<file path="src/rtl/mul_unit_scheduler_if.sv">
// ---------------------------------------------------------------------------
// mul_unit_scheduler_if
// Bundles the signals that connect the multiply scheduler to the reservation
// station, the multiplier units and the CDB port.
//   rs_req    : RS entries with operands ready (RS -> scheduler)
//   rs_grant  : one-hot grant back to the RS, combinational
//   mul_load  : one-hot "latch payload" strobe per unit, combinational
//   mul_src   : per-unit RS index, valid with mul_load[u]
//   mul_start : registered start level per unit
//   mul_done  : done level from each unit
//   cdb_valid : a finished unit is offered to the CDB
//   cdb_sel   : which unit is offered
//   cdb_ready : CDB accepts the offer this cycle
//   mul_busy  : unit is not FREE
// Modports: master = scheduler side, slave = environment side.
// ---------------------------------------------------------------------------
interface mul_unit_scheduler_if #(
    parameter int NUM_RS  = 4,
    parameter int NUM_MUL = 2
);
    localparam int RS_IDX_W  = $clog2(NUM_RS);
    localparam int MUL_IDX_W = (NUM_MUL > 1) ? $clog2(NUM_MUL) : 1;

    logic [NUM_RS-1:0]           rs_req;
    logic [NUM_RS-1:0]           rs_grant;
    logic [NUM_MUL-1:0]          mul_load;
    logic [NUM_MUL*RS_IDX_W-1:0] mul_src;
    logic [NUM_MUL-1:0]          mul_start;
    logic [NUM_MUL-1:0]          mul_done;
    logic                        cdb_valid;
    logic [MUL_IDX_W-1:0]        cdb_sel;
    logic                        cdb_ready;
    logic [NUM_MUL-1:0]          mul_busy;

    modport master (
        input  rs_req, mul_done, cdb_ready,
        output rs_grant, mul_load, mul_src, mul_start, cdb_valid, cdb_sel, mul_busy
    );

    modport slave (
        output rs_req, mul_done, cdb_ready,
        input  rs_grant, mul_load, mul_src, mul_start, cdb_valid, cdb_sel, mul_busy
    );
endinterface

</file>
<file path="src/rtl/mul_unit_scheduler.sv">
// ---------------------------------------------------------------------------
// mul_unit_scheduler
// Shares NUM_MUL multi-cycle multiplier units among NUM_RS multiply RS
// entries. Each cycle at most one ready RS entry (round-robin from rr_rs) is
// granted to the lowest-index FREE unit. Each unit runs a
// FREE -> BUSY -> RESULT -> DRAIN sequence, and finished units are offered to
// the single CDB port round-robin from rr_cdb.
// Ports:
//   clk, rst          : clock, synchronous active-high reset
//   bus (master)      : RS request/grant, unit load/src/start/done,
//                       CDB valid/sel/ready and per-unit busy
// Optional feature (macro MUL_SCHED_STATS_EN):
//   stat_busy_cycles  : cycles with every unit busy while some RS entry waits
//   stat_cdb_stall    : cycles with a CDB offer that is not accepted
// ---------------------------------------------------------------------------
module mul_unit_scheduler #(
    parameter int NUM_RS  = 4,
    parameter int NUM_MUL = 2
) (
    input  logic                 clk,
    input  logic                 rst,
    mul_unit_scheduler_if.master bus
`ifdef MUL_SCHED_STATS_EN
    ,
    output logic [31:0]          stat_busy_cycles,
    output logic [31:0]          stat_cdb_stall
`endif
);
    localparam int RS_IDX_W  = $clog2(NUM_RS);
    localparam int MUL_IDX_W = (NUM_MUL > 1) ? $clog2(NUM_MUL) : 1;

    typedef enum logic [1:0] {
        ST_FREE   = 2'd0,
        ST_BUSY   = 2'd1,
        ST_RESULT = 2'd2,
        ST_DRAIN  = 2'd3
    } unit_state_e;

    unit_state_e          state_q [NUM_MUL];
    unit_state_e          state_d [NUM_MUL];
    logic [NUM_MUL-1:0]   start_q, start_d;
    logic [NUM_MUL-1:0]   busy_q, busy_d;
    logic [RS_IDX_W-1:0]  rr_rs_q, rr_rs_d;
    logic [MUL_IDX_W-1:0] rr_cdb_q, rr_cdb_d;
    logic [MUL_IDX_W-1:0] cdb_sel_q, cdb_sel_d;
    logic                 cdb_valid_q, cdb_valid_d;

    logic                 free_found, req_found, issue, cdb_xfer;
    logic [MUL_IDX_W-1:0] free_idx, cdb_cand;
    logic [RS_IDX_W-1:0]  req_idx, rs_cand;

    // Issue selection: lowest FREE unit, first request at or after rr_rs.
    // Only units FREE in the registered state count, so a unit leaving DRAIN
    // this cycle cannot be granted until the next one.
    always_comb begin
        free_found = 1'b0;
        free_idx   = '0;
        for (int u = 0; u < NUM_MUL; u++) begin
            if (!free_found && state_q[u] == ST_FREE) begin
                free_found = 1'b1;
                free_idx   = MUL_IDX_W'(u);
            end
        end
        req_found = 1'b0;
        req_idx   = '0;
        rs_cand   = '0;
        for (int k = 0; k < NUM_RS; k++) begin
            rs_cand = rr_rs_q + RS_IDX_W'(k);   // NUM_RS is a power of 2: wraps naturally
            if (!req_found && bus.rs_req[rs_cand]) begin
                req_found = 1'b1;
                req_idx   = rs_cand;
            end
        end
        issue = free_found && req_found;
    end

    genvar gi;
    generate
        for (gi = 0; gi < NUM_RS; gi++) begin : g_grant
            assign bus.rs_grant[gi] = issue && (req_idx == RS_IDX_W'(gi));
        end
        for (gi = 0; gi < NUM_MUL; gi++) begin : g_load
            assign bus.mul_load[gi] = issue && (free_idx == MUL_IDX_W'(gi));
            assign bus.mul_src[gi*RS_IDX_W +: RS_IDX_W] =
                (issue && (free_idx == MUL_IDX_W'(gi))) ? req_idx : '0;
        end
    endgenerate

    assign cdb_xfer = cdb_valid_q && bus.cdb_ready;

    // Per-unit sequencing. mul_done is only meaningful in BUSY (completion)
    // and DRAIN (wait for the unit to drop it); elsewhere it is ignored.
    always_comb begin
        start_d = '0;
        busy_d  = '0;
        for (int u = 0; u < NUM_MUL; u++) begin
            state_d[u] = state_q[u];
            case (state_q[u])
                ST_FREE:   if (issue && free_idx == MUL_IDX_W'(u))              state_d[u] = ST_BUSY;
                ST_BUSY:   if (bus.mul_done[u])                                 state_d[u] = ST_RESULT;
                ST_RESULT: if (cdb_xfer && cdb_sel_q == MUL_IDX_W'(u))          state_d[u] = ST_DRAIN;
                ST_DRAIN:  if (!bus.mul_done[u])                                state_d[u] = ST_FREE;
                default:                                                        state_d[u] = ST_FREE;
            endcase
            // start stays high through RESULT so the unit keeps holding its product
            start_d[u] = (state_d[u] == ST_BUSY) || (state_d[u] == ST_RESULT);
            busy_d[u]  = (state_d[u] != ST_FREE);
        end
    end

    assign rr_rs_d = issue ? (req_idx + 1'b1) : rr_rs_q;

    // CDB offer is registered. While an offer is pending and not accepted it
    // is frozen; otherwise the next offer is picked from the next-state view.
    always_comb begin
        rr_cdb_d = rr_cdb_q;
        if (cdb_xfer) begin
            rr_cdb_d = (NUM_MUL == 1) ? '0 : (cdb_sel_q + 1'b1);
        end
        cdb_valid_d = 1'b0;
        cdb_sel_d   = cdb_sel_q;
        cdb_cand    = '0;
        if (cdb_valid_q && !bus.cdb_ready) begin
            cdb_valid_d = 1'b1;
        end else begin
            for (int k = 0; k < NUM_MUL; k++) begin
                cdb_cand = (NUM_MUL == 1) ? '0 : (rr_cdb_d + MUL_IDX_W'(k));
                if (!cdb_valid_d && state_d[cdb_cand] == ST_RESULT) begin
                    cdb_valid_d = 1'b1;
                    cdb_sel_d   = cdb_cand;
                end
            end
        end
    end

`ifdef MUL_SCHED_STATS_EN
    logic [31:0] stat_busy_q, stat_busy_d;
    logic [31:0] stat_stall_q, stat_stall_d;

    always_comb begin
        stat_busy_d  = stat_busy_q  + (((&busy_q) && (|bus.rs_req)) ? 32'd1 : 32'd0);
        stat_stall_d = stat_stall_q + ((cdb_valid_q && !bus.cdb_ready) ? 32'd1 : 32'd0);
    end

    assign stat_busy_cycles = stat_busy_q;
    assign stat_cdb_stall   = stat_stall_q;
`endif

    always_ff @(posedge clk) begin
        if (rst) begin
            for (int u = 0; u < NUM_MUL; u++) state_q[u] <= ST_FREE;
            start_q     <= '0;
            busy_q      <= '0;
            rr_rs_q     <= '0;
            rr_cdb_q    <= '0;
            cdb_sel_q   <= '0;
            cdb_valid_q <= 1'b0;
`ifdef MUL_SCHED_STATS_EN
            stat_busy_q  <= '0;
            stat_stall_q <= '0;
`endif
        end else begin
            for (int u = 0; u < NUM_MUL; u++) state_q[u] <= state_d[u];
            start_q     <= start_d;
            busy_q      <= busy_d;
            rr_rs_q     <= rr_rs_d;
            rr_cdb_q    <= rr_cdb_d;
            cdb_sel_q   <= cdb_sel_d;
            cdb_valid_q <= cdb_valid_d;
`ifdef MUL_SCHED_STATS_EN
            stat_busy_q  <= stat_busy_d;
            stat_stall_q <= stat_stall_d;
`endif
        end
    end

    assign bus.mul_start = start_q;
    assign bus.mul_busy  = busy_q;
    assign bus.cdb_valid = cdb_valid_q;
    assign bus.cdb_sel   = cdb_sel_q;

endmodule

</file>
<file path="src/flat_wrapper.sv">
// flat-port wrapper written by rule: the top's interface ports become plain ports
module mul_unit_scheduler_flat 
#(
    parameter int NUM_RS  = 4,
    parameter int NUM_MUL = 2
)
  (clk, rst, bus_rs_req, bus_mul_done, bus_cdb_ready, bus_rs_grant, bus_mul_load, bus_mul_src, bus_mul_start, bus_cdb_valid, bus_cdb_sel, bus_mul_busy);
  mul_unit_scheduler_if #(.NUM_RS(NUM_RS), .NUM_MUL(NUM_MUL)) bus_i ();
  input  logic clk;
  input  logic rst;
  input wire logic [$bits(bus_i.rs_req)-1:0] bus_rs_req;
  input wire logic [$bits(bus_i.mul_done)-1:0] bus_mul_done;
  input wire logic [$bits(bus_i.cdb_ready)-1:0] bus_cdb_ready;
  output wire logic [$bits(bus_i.rs_grant)-1:0] bus_rs_grant;
  output wire logic [$bits(bus_i.mul_load)-1:0] bus_mul_load;
  output wire logic [$bits(bus_i.mul_src)-1:0] bus_mul_src;
  output wire logic [$bits(bus_i.mul_start)-1:0] bus_mul_start;
  output wire logic [$bits(bus_i.cdb_valid)-1:0] bus_cdb_valid;
  output wire logic [$bits(bus_i.cdb_sel)-1:0] bus_cdb_sel;
  output wire logic [$bits(bus_i.mul_busy)-1:0] bus_mul_busy;
  assign bus_i.rs_req = bus_rs_req;
  assign bus_i.mul_done = bus_mul_done;
  assign bus_i.cdb_ready = bus_cdb_ready;
  assign bus_rs_grant = bus_i.rs_grant;
  assign bus_mul_load = bus_i.mul_load;
  assign bus_mul_src = bus_i.mul_src;
  assign bus_mul_start = bus_i.mul_start;
  assign bus_cdb_valid = bus_i.cdb_valid;
  assign bus_cdb_sel = bus_i.cdb_sel;
  assign bus_mul_busy = bus_i.mul_busy;
  mul_unit_scheduler #(.NUM_RS(NUM_RS), .NUM_MUL(NUM_MUL)) u_core (.clk(clk), .rst(rst), .bus(bus_i));
endmodule
</file>
<file path="config.mk">
export PLATFORM = sky130hd
export DESIGN_NAME = mul_unit_scheduler_flat
export DESIGN_NICKNAME = d
export VERILOG_FILES = /design/src/rtl/mul_unit_scheduler_if.sv /design/src/rtl/mul_unit_scheduler.sv /design/src/flat_wrapper.sv
export SDC_FILE = /design/constraint.sdc
export NUM_CORES = 1
export LEC_CHECK = 0
export BUFFER_PORTS_ARGS = -buffer_cell sky130_fd_sc_hd__buf_4
export CAP_MARGIN = 20
export CORE_MARGIN = 2
export CORE_UTILIZATION = 49
export DETAILED_ROUTE_END_ITERATION = 8
export PLACE_DENSITY = 0.79
export SLEW_MARGIN = 5
export SYNTH_ARGS = -nofsm -noshare
export SYNTH_HDL_FRONTEND = slang
export SYNTH_SLANG_ARGS = --single-unit
</file>
<file path="constraint.sdc">
create_clock -name clk -period 1.85 [get_ports clk]
set_input_delay 0.0925 -clock clk [delete_from_list [all_inputs] [get_ports clk]]
set_output_delay 0.0925 -clock clk [all_outputs]
set_load 0.05 [all_outputs]
</file>
==> impl_metrics.tcl, run 1 <==
set metrics [dict create \
    status "finished, final reports clean" \
    grt_overflow 0 \
    synth_area_um2 797 \
    synthCells 96 \
    gr-usage-all-layers 0.186 \
    hold_viol_final 0 \
    core_um2 1520 \
    worst_pin_slew_ps 397 \
    cts_root_buf "clkbuf_4" \
    areaGrowthSynthToFinish_pct 34.9 \
    cp.depth 7 \
    firstDrtPassIters 5 \
    synth-seq-cells 13 \
    routed_wl_um 1650 \
    total_power_w 0.00113 \
    startpoint "u_core.rr_rs_q[1]" \
    slowest_stage "dfxtp_4" \
    pwr-share-comb 0.515 \
    min-delay-path-class "in2reg" \
    worstPathMaxFanout 6 \
    ys_types 34 \
    swShare 0.446 \
    required_ps 1760 \
    p_seq_frac 0.325 \
    io_buffers 24 \
    rr_startpoint "u_core.state_q[0][0]" \
    worstSetupPathType "reg2out" \
    htreeDepth 1 \
    clk_latency_ps 280 \
    initial_core_util 0.523 \
    multi_input_area_um2 515 \
    antenna_cells 0 \
    clock_sinks 13 \
    drc 0 \
    grt_pass1_vias 662 \
    final.period_utilization 0.982 \
    ff2ff_setup_slack_ps 400 \
    yosysSeqAreaShare 0.327 \
    route.antenna.remaining_nets 0 \
    relSlewSlack 0.733 \
    fillCellCount 116 \
    cp_slowest_stage_delay_ps 390 \
    clkTransAtPathRegs_ps 90 \
    drive_above_1_share 0.333 \
    gp_congestion 0.764 \
    maxCapViolations 0 \
    finalNonFillerCells 142 \
    syn_nets 111 \
    p_clk_frac 0.160 \
    powerDensity_nw_per_um2 1050 \
    vias 745 \
    first_iter_violations 9 \
    max_freq_mhz 551 \
    vdd_drop_max_mv 0.689 \
    worstPathArrival_ps 1720 \
    timing.rr.end "u_core.bus.mul_start[1]" \
    grt_antenna_before_repair 0 \
    skew_ps 7.94 \
    dp_hpwl_um 1230 \
    setup_viol 0 \
    cts_buffer_depth 2 \
    grt_max_degree 15 \
    crit_chain "a21oi_1, o21a_1, o22ai_4, inv_1, ha_1, and2_1, buf_4" \
    startpoint_type "register" \
    ys_warn_count 0 \
    wire_per_inst_um 11.6 \
    stdcell_area_um2 1070 \
    cts_tree "built" \
    p_leak_nw 0.497 \
    min_from "rst" \
    maxSlewViolCount 0 \
    placed_area_um2 1000 \
    period_needed_ps 1820 \
    p_int_w 0.000626 \
    final_nets 142 \
    dp_cells 136 \
    syn_avg_cell_area_um2 8.30 \
    cp-endpoint "bus_rs_grant[2]" \
    fp.dieH_um 44.3 \
    via_per_inst 5.25 \
    finalSetupTns_ps 0 \
    cp-end-kind "output pin" \
    whs_ps 75.2 \
    grt_pass1_wl_um 2750 \
    switchingPower_w 0.000505 \
    die-area_um2 1970 \
    row_count 14 \
    r2r_cells 5 \
    crit_family "compound AO/OA/AOI/OAI gates" \
    boundaryPins 25 \
    cp.buffers_inverters 2 \
    seq_area_um2 265 \
    rsz0062_at_grt "yes" \
    die_w_um 44.3 \
    cts-buffers-inserted 3 \
]
cell type report:
class | instances | share of cell area
timing repair buffer | 28 | 0.206
sequential | 13 | 0.247
tap | 16 | 0.0186
inverter | 7 | 0.0244
clock buffer | 4 | 0.0244
multi-input combinational | 74 | 0.480
worst min-delay path by stage:
stage	to	slack, ps	cells after the start
floorplan	u_core.bus.mul_start[0]	160	1
global placement	u_core.state_q[0][3]	370	3
detailed placement	u_core.bus.mul_busy[0]	380	2
CTS	u_core.bus.mul_busy[0]	80	2
global route	u_core.rr_rs_q[0]	90	2
finish	u_core.bus.mul_busy[0]	80	2
metrics by stage:
step,setup slack (ps),utilization
floorplan,74.8,-
global placement,274,0.658
detailed placement,181,0.658
CTS,3.01,0.683
global route,-76.5,0.705
finish,33.5,0.705
what timing repair did:
action                                  4_1_cts  5_1_grt
hold buffers                                  0        0
gates resized for setup                       4        5
buffers inserted                              0        2
endpoints found under the setup margin        4        4
hold endpoints to repair                      0        0
pin swaps                                     1        0
power by group through the flow:
stage	registers [W]	clock network, W	logic [W]
3_3_place_gp	0.000366	0	0.000542
6_report	0.000368	0.000181	0.000582
4_1_cts	0.000363	0.000180	0.000557
5_1_grt	0.000375	0.000197	0.000627
2_1_floorplan	0.000430	0	0.000324
3_5_place_dp	0.000367	0	0.000550
metal layers:
| metal | GRT usage | part of all wire | vias to the layer above |
|---|---|---|---|
| li1 | - | - | 389 |
| met1 | 0.227 | 0.45 | 325 |
| met2 | 0.318 | 0.48 | 29 |
| met3 | 0.0531 | 0.063 | 2 |
| met4 | 0.0545 | 0.0061 | 0 |
| met5 | 0 | 0 | - |
synthesized netlist by cell type:
master / instances / area, µm²
a211oi_2: 1 / 12.5
o31ai_1: 1 / 7.51
ha_1: 6 / 75.1
o22ai_1: 1 / 6.26
o21ai_0: 3 / 15.0
or4_4: 1 / 11.3
o21ai_2: 1 / 8.76
nor4_4: 1 / 21.3
o2bb2ai_1: 1 / 8.76
o32ai_1: 1 / 8.76
nor2_2: 2 / 12.5
clkbuf_1: 1 / 3.75
o211ai_1: 1 / 7.51
o21a_1: 1 / 7.51
nor3_2: 1 / 10.0
nor2b_1: 4 / 25.0
mux2i_1: 3 / 30.0
a21oi_1: 9 / 45.0
and2b_1: 1 / 7.51
and3b_1: 1 / 8.76
nor3b_1: 1 / 7.51
a21boi_0: 1 / 7.51
and2_1: 4 / 25.0
a2bb2oi_1: 1 / 8.76
nand2b_1: 3 / 18.8
o22a_1: 1 / 8.76
nand3_1: 1 / 5.00
nand3b_1: 1 / 7.51
dfxtp_1: 13 / 260
nor2_1: 14 / 52.6
buf_2: 1 / 5.00
o311ai_0: 1 / 8.76
nand2_1: 6 / 22.5
inv_1: 7 / 26.3
cells by family after synthesis:
logic type	after synthesis	share of synthesized area
buf+inv	9	0.0440
fa+ha+maj	6	0.0942
compound gates	24	0.203
simple gates	41	0.295
mux	3	0.0377
flops	13	0.327
registers in the layout, indices dropped and copies added (netlist names):
signal,cells
u_core.rr_rs_q,2
u_core.bus.mul_busy,2
u_core.bus.mul_start,2
u_core.bus.cdb_valid,1
u_core.rr_cdb_q,1
u_core.bus.cdb_sel,1
u_core.state_q,4
cell usage in the layout (no fill, tap or decap), drive strengths merged:
master and instances:
and2b 1, and3b 1, o32ai 1, nor4 1, nand2b 3, or4 1
nand3 1, inv 7, ha 6, dfxtp 13, nor3b 1, nand3b 1
and2 4, o31ai 1, clkbuf 4, nor2b 4, mux2i 3, a211oi 1
a2bb2oi 1, o21ai 4, o2bb2ai 1, nor3 1, o22ai 1, nand2 6
o311ai 1, a21oi 9, o22a 1, a21boi 1, buf 28, o21a 1
o211ai 1, nor2 16
(Power assumes the default switching activity.)
==> inputs of run 2 (changes only) <==
--- a/config.mk
+++ b/config.mk
@@ -11,6 +11,7 @@
 export CORE_UTILIZATION = 49
 export DETAILED_ROUTE_END_ITERATION = 8
 export PLACE_DENSITY = 0.79
+export RECOVER_POWER = 50
 export SLEW_MARGIN = 5
 export SYNTH_ARGS = -nofsm -noshare
 export SYNTH_HDL_FRONTEND = slang
==> impl_metrics.tcl, run 2 (synthesis gave the netlist of run 1 again) <==
set metrics [dict create \
    antenna_cells 0 \
    worstSetupPathType "reg2out" \
    min-delay-path-class "in2reg" \
    holdBufCountCts 0 \
    cts_buffer_depth 2 \
    worstPathMaxFanout 6 \
    cts_tree "built" \
    core_um2 1520 \
    row_count 14 \
    clk_latency_ps 280 \
    r2r_cells 5 \
    final_nets 142 \
    final.period_utilization 0.983 \
    p_leak_nw 0.472 \
    relSlewSlack 0.595 \
    gp_congestion 0.764 \
    ff2ff_setup_slack_ps 390 \
    largest_register_ffs 4 \
    min_from "rst" \
    first_iter_violations 6 \
    preCtsSetupSlack_ps 181 \
    cts_root_buf "clkbuf_4" \
    rr_startpoint "u_core.state_q[0][0]" \
    period_needed_ps 1820 \
    grt_overflow 0 \
    skew_ps 7.82 \
    stdcell_area_um2 1050 \
    cts-buffers-inserted 3 \
    routed_wl_um 1640 \
    setup_viol 0 \
    dp_hpwl_um 1230 \
    status "finished, final reports clean" \
    placed_area_um2 1000 \
    firstDrtPassIters 4 \
    min_to "u_core.bus.mul_busy[0]" \
    required_ps 1760 \
    clock_sinks 13 \
    slowest_stage "dfxtp_4" \
    rsz0062_at_grt "yes" \
    boundaryPins 25 \
    hold_viol_final 0 \
    route.antenna.remaining_nets 0 \
    worst_pin_slew_ps 610 \
    max_freq_mhz 550 \
    total_power_w 0.00111 \
    cp.buffers_inverters 2 \
    registers.top_by_ff_count "u_core.state_q" \
    drc 0 \
    final_cell_mix "buf_4, nor2_1, dfxtp_1" \
    hold_depth 2 \
    fillCellCount 122 \
    maxCapViolations 0 \
    crit_chain "a21oi_1, o21a_1, o22ai_4, inv_1, ha_1, and2_1, buf_4" \
    clkTransAtPathRegs_ps 90 \
    worstPathArrival_ps 1730 \
    timing.rr.end "u_core.bus.mul_start[1]" \
    whs_ps 77.3 \
    htreeDepth 1 \
    use_met2 0.318 \
    initial_core_util 0.523 \
    maxSlewViolCount 0 \
    die_w_um 44.3 \
    use_met3 0.0531 \
    layout_commonest_cell "buf_4" \
    grt_antenna_before_repair 0 \
    cp-end-kind "output pin" \
    powerDensity_nw_per_um2 1060 \
    gr-usage-all-layers 0.186 \
    multi_input_area_um2 512 \
    areaGrowthSynthToFinish_pct 31.6 \
    vias 747 \
    drive_above_1_share 0.278 \
    seq_area_um2 265 \
    grt_pass1_vias 662 \
    busiest_layer "met2" \
    fp.dieH_um 44.3 \
    grt_max_degree 15 \
    wire_per_inst_um 11.5 \
    dp_cells 136 \
    io_buffers 24 \
    via_per_inst 5.26 \
    startpoint_type "register" \
    cp_slowest_stage_delay_ps 390 \
    vdd_drop_max_mv 0.679 \
    finalNonFillerCells 142 \
    die-area_um2 1970 \
    use_met1 0.227 \
    crit_family "compound AO/OA/AOI/OAI gates" \
    grt_pass1_wl_um 2750 \
    fin_ws_ps 31.0 \
]
## run 2: changes by cell type in the layout (fill, tap and decap cells not counted)
cell and delta:
buf_4 -6, o21ai_2 -1, o21ai_0 +1, clkbuf_1 +6
## run 2: repair_timing
action / 4_1_cts / 5_1_grt
buffers inserted: 0 / 2
gates cloned: 0 / 0
endpoints found under the setup margin: 4 / 4
pin swaps: 1 / 0
gates resized for setup: 4 / 5
## run 2: worst max path at each step
stage | from | end | slack [ps] | cells past startpoint
6_report | u_core.rr_rs_q[1] | bus_rs_grant[2] | 30 | 7
5_1_grt | u_core.rr_rs_q[1] | bus_rs_grant[2] | -80 | 7
4_1_cts | u_core.rr_rs_q[1] | bus_rs_grant[3] | 3 | 7
3_5_place_dp | u_core.rr_rs_q[1] | bus_rs_grant[3] | 180 | 7
3_3_place_gp | u_core.rr_rs_q[1] | bus_rs_grant[2] | 270 | 7
2_1_floorplan | u_core.rr_rs_q[1] | bus_mul_src[0] | 70 | 5
## run 2: power breakdown
part	total [W]	internal, W	switching (W)
logic	0.000560	0.000198	0.000363
registers	0.000367	0.000325	0.0000418
clock network	0.000180	0.0000836	0.0000964
## run 2: layout make-up
class                   count  share of cell area
repair buffers             28               0.190
flip-flops and latches     13               0.253
well taps                  16              0.0191
clock buffers               4              0.0251
multi-input cells          74               0.488
inverters                   7              0.0251
## run 2: worst reg2reg max path, stage by stage (launching register included)
cell,delay (ps)
dfxtp_1,470
nor2_1,120
o31ai_1,200
o21ai_0,140
ha_1,300
nor2b_1,120
## run 2: metal layers
layer	routed length, µm	part of all wire
met5	0	0
met4	10	0.0061
met3	99	0.061
met2	795	0.49
met1	730	0.45
## run 2: stage by stage
step,setup TNS [ps],util
after floorplan,0,-
after global placement,0,0.658
after detailed placement,0,0.658
after CTS,0,0.683
after global routing,-141,0.688
final,0,0.688
==> inputs of run 3 (changes only) <==
--- a/config.mk
+++ b/config.mk
@@ -5,13 +5,14 @@
 export SDC_FILE = /design/constraint.sdc
 export NUM_CORES = 1
 export LEC_CHECK = 0
-export BUFFER_PORTS_ARGS = -buffer_cell sky130_fd_sc_hd__buf_4
+export BUFFER_PORTS_ARGS = -buffer_cell sky130_fd_sc_hd__buf_2
 export CAP_MARGIN = 20
 export CORE_MARGIN = 2
 export CORE_UTILIZATION = 49
 export DETAILED_ROUTE_END_ITERATION = 8
 export PLACE_DENSITY = 0.79
 export RECOVER_POWER = 50
+export REMOVE_ABC_BUFFERS = 1
 export SLEW_MARGIN = 5
 export SYNTH_ARGS = -nofsm -noshare
 export SYNTH_HDL_FRONTEND = slang
==> constraint.sdc (replaced) <==
create_clock -name clk -period 1.8 [get_ports clk]
set_input_delay 0.09 -clock clk [delete_from_list [all_inputs] [get_ports clk]]
set_output_delay 0.09 -clock clk [all_outputs]
set_load 0.05 [all_outputs]
==> impl_metrics.tcl, run 3 (synthesis gave the netlist of run 1 again) <==
set metrics [dict create \
    hold_viol_final 0 \
    maxSlewViolCount 0 \
    cts_buffer_depth 2 \
    layout_commonest_cell "nor2_1" \
    drc 0 \
    worstPathArrival_ps 1780 \
    maxCapViolations 0 \
    clk_latency_ps 270 \
    cts_tree "built" \
    period_needed_ps 1870 \
    whs_ps 111 \
    route.antenna.remaining_nets 0 \
    first_iter_violations 2 \
    dp_hpwl_um 1210 \
    gr-usage-all-layers 0.174 \
    skew_ps 0.804 \
    clkTransAtPathRegs_ps 80 \
    drive_above_1_share 0.317 \
    via_per_inst 5.39 \
    core_um2 1520 \
    grt_max_degree 15 \
    max_freq_mhz 534 \
    largest_register_ffs 4 \
    vias 765 \
    min-delay-path-class "in2reg" \
    startpoint_type "register" \
    grt_pass1_vias 649 \
    die_w_um 44.3 \
    worstSetupPathType "reg2out" \
    die-area_um2 1970 \
    gp_congestion 0.710 \
    htreeDepth 1 \
    fp.dieH_um 44.3 \
    final.period_utilization 1.04 \
    io_buffers 24 \
    boundaryPins 25 \
    final_nets 142 \
    cts-buffers-inserted 3 \
    registers.top_by_ff_count "u_core.state_q" \
    cp-end-kind "output pin" \
    setup_viol 2 \
    vdd_drop_max_mv 0.747 \
    status "finished with violations" \
    seq_area_um2 265 \
    finalSetupTns_ps -89.5 \
    grt_overflow 0 \
    final_cell_mix "nor2_1, buf_2, dfxtp_1" \
    clock_sinks 13 \
    violations "setup timing" \
    row_count 14 \
    initial_core_util 0.523 \
    holdBufCountCts 0 \
    worst_pin_slew_ps 602 \
    fin_ws_ps -72.1 \
    relSlewSlack 0.600 \
    areaGrowthSynthToFinish_pct 33.3 \
    fillCellCount 117 \
    cts_root_buf "clkbuf_4" \
    worstPathMaxFanout 4 \
    routed_wl_um 1730 \
    required_ps 1710 \
    firstDrtPassIters 4 \
    powerDensity_nw_per_um2 1090 \
    rsz0062_at_grt "yes" \
    multi_input_area_um2 544 \
    p_leak_nw 0.467 \
    antenna_cells 0 \
    wire_per_inst_um 12.2 \
    grt_pass1_wl_um 2530 \
    grt_antenna_before_repair 0 \
]
-- run 3: final cells by class --
type,count,share of cell area
clock buffers,4,0.0247
inverters,7,0.0247
multi-input cells,74,0.512
flip-flops and latches,13,0.250
well taps,16,0.0188
repair buffers,28,0.170
-- run 3: path summary, 6_finish.rpt --
kind                     endpoint  slack, ps  cells past startpoint               from
max               bus_rs_grant[2]        -70                      7  u_core.rr_rs_q[0]
min          u_core.state_q[0][3]        110                      3    bus_mul_done[1]
max reg2reg     u_core.rr_rs_q[1]        310                      7  u_core.rr_rs_q[1]
min reg2reg       u_core.rr_cdb_q        470                      2    u_core.rr_cdb_q
-- run 3: power breakdown --
| group | switching, W | internal, W |
|---|---|---|
| Clock | 0.0000898 | 0.0000858 |
| Sequential | 0.0000397 | 0.000334 |
| Combinational | 0.000394 | 0.000212 |
| Total | 0.000523 | 0.000631 |
-- run 3: repair_timing --
item,4_1_cts,5_1_grt
gates resized for setup,8,17
pin swaps,0,3
setup buffers,0,2
setup endpoints to repair,4,7
-- run 3: through the flow --
step | util | cell area, µm² | total power (W) | std cells | setup slack [ps]
after floorplan | - | 788 | 0.000771 | 94 | 27.3
after global placement | 0.619 | 943 | 0.000885 | 136 | 212
after detailed placement | 0.619 | 943 | 0.000899 | 136 | 155
after CTS | 0.649 | 990 | 0.00110 | 140 | -6.22
after global routing | 0.697 | 1060 | 0.00123 | 142 | -190
final | 0.697 | 1060 | 0.00115 | 142 | -72.1
-- run 3: per-layer routing --
layer | GRT usage | share of wire | vias up
met1 | 0.192 | 0.44 | 348
met4 | 0.0545 | 0 | 0
met2 | 0.312 | 0.52 | 21
li1 | - | - | 396
met5 | 0 | 0 | -
met3 | 0.0612 | 0.040 | 0
-- run 3: critical path, cell delays in order (launching register included) --
cell	delay, ps
dfxtp_1	360
inv_1	60
o21a_1	220
o22ai_4	230
inv_1	130
ha_1	190
and2_1	150
buf_6	150
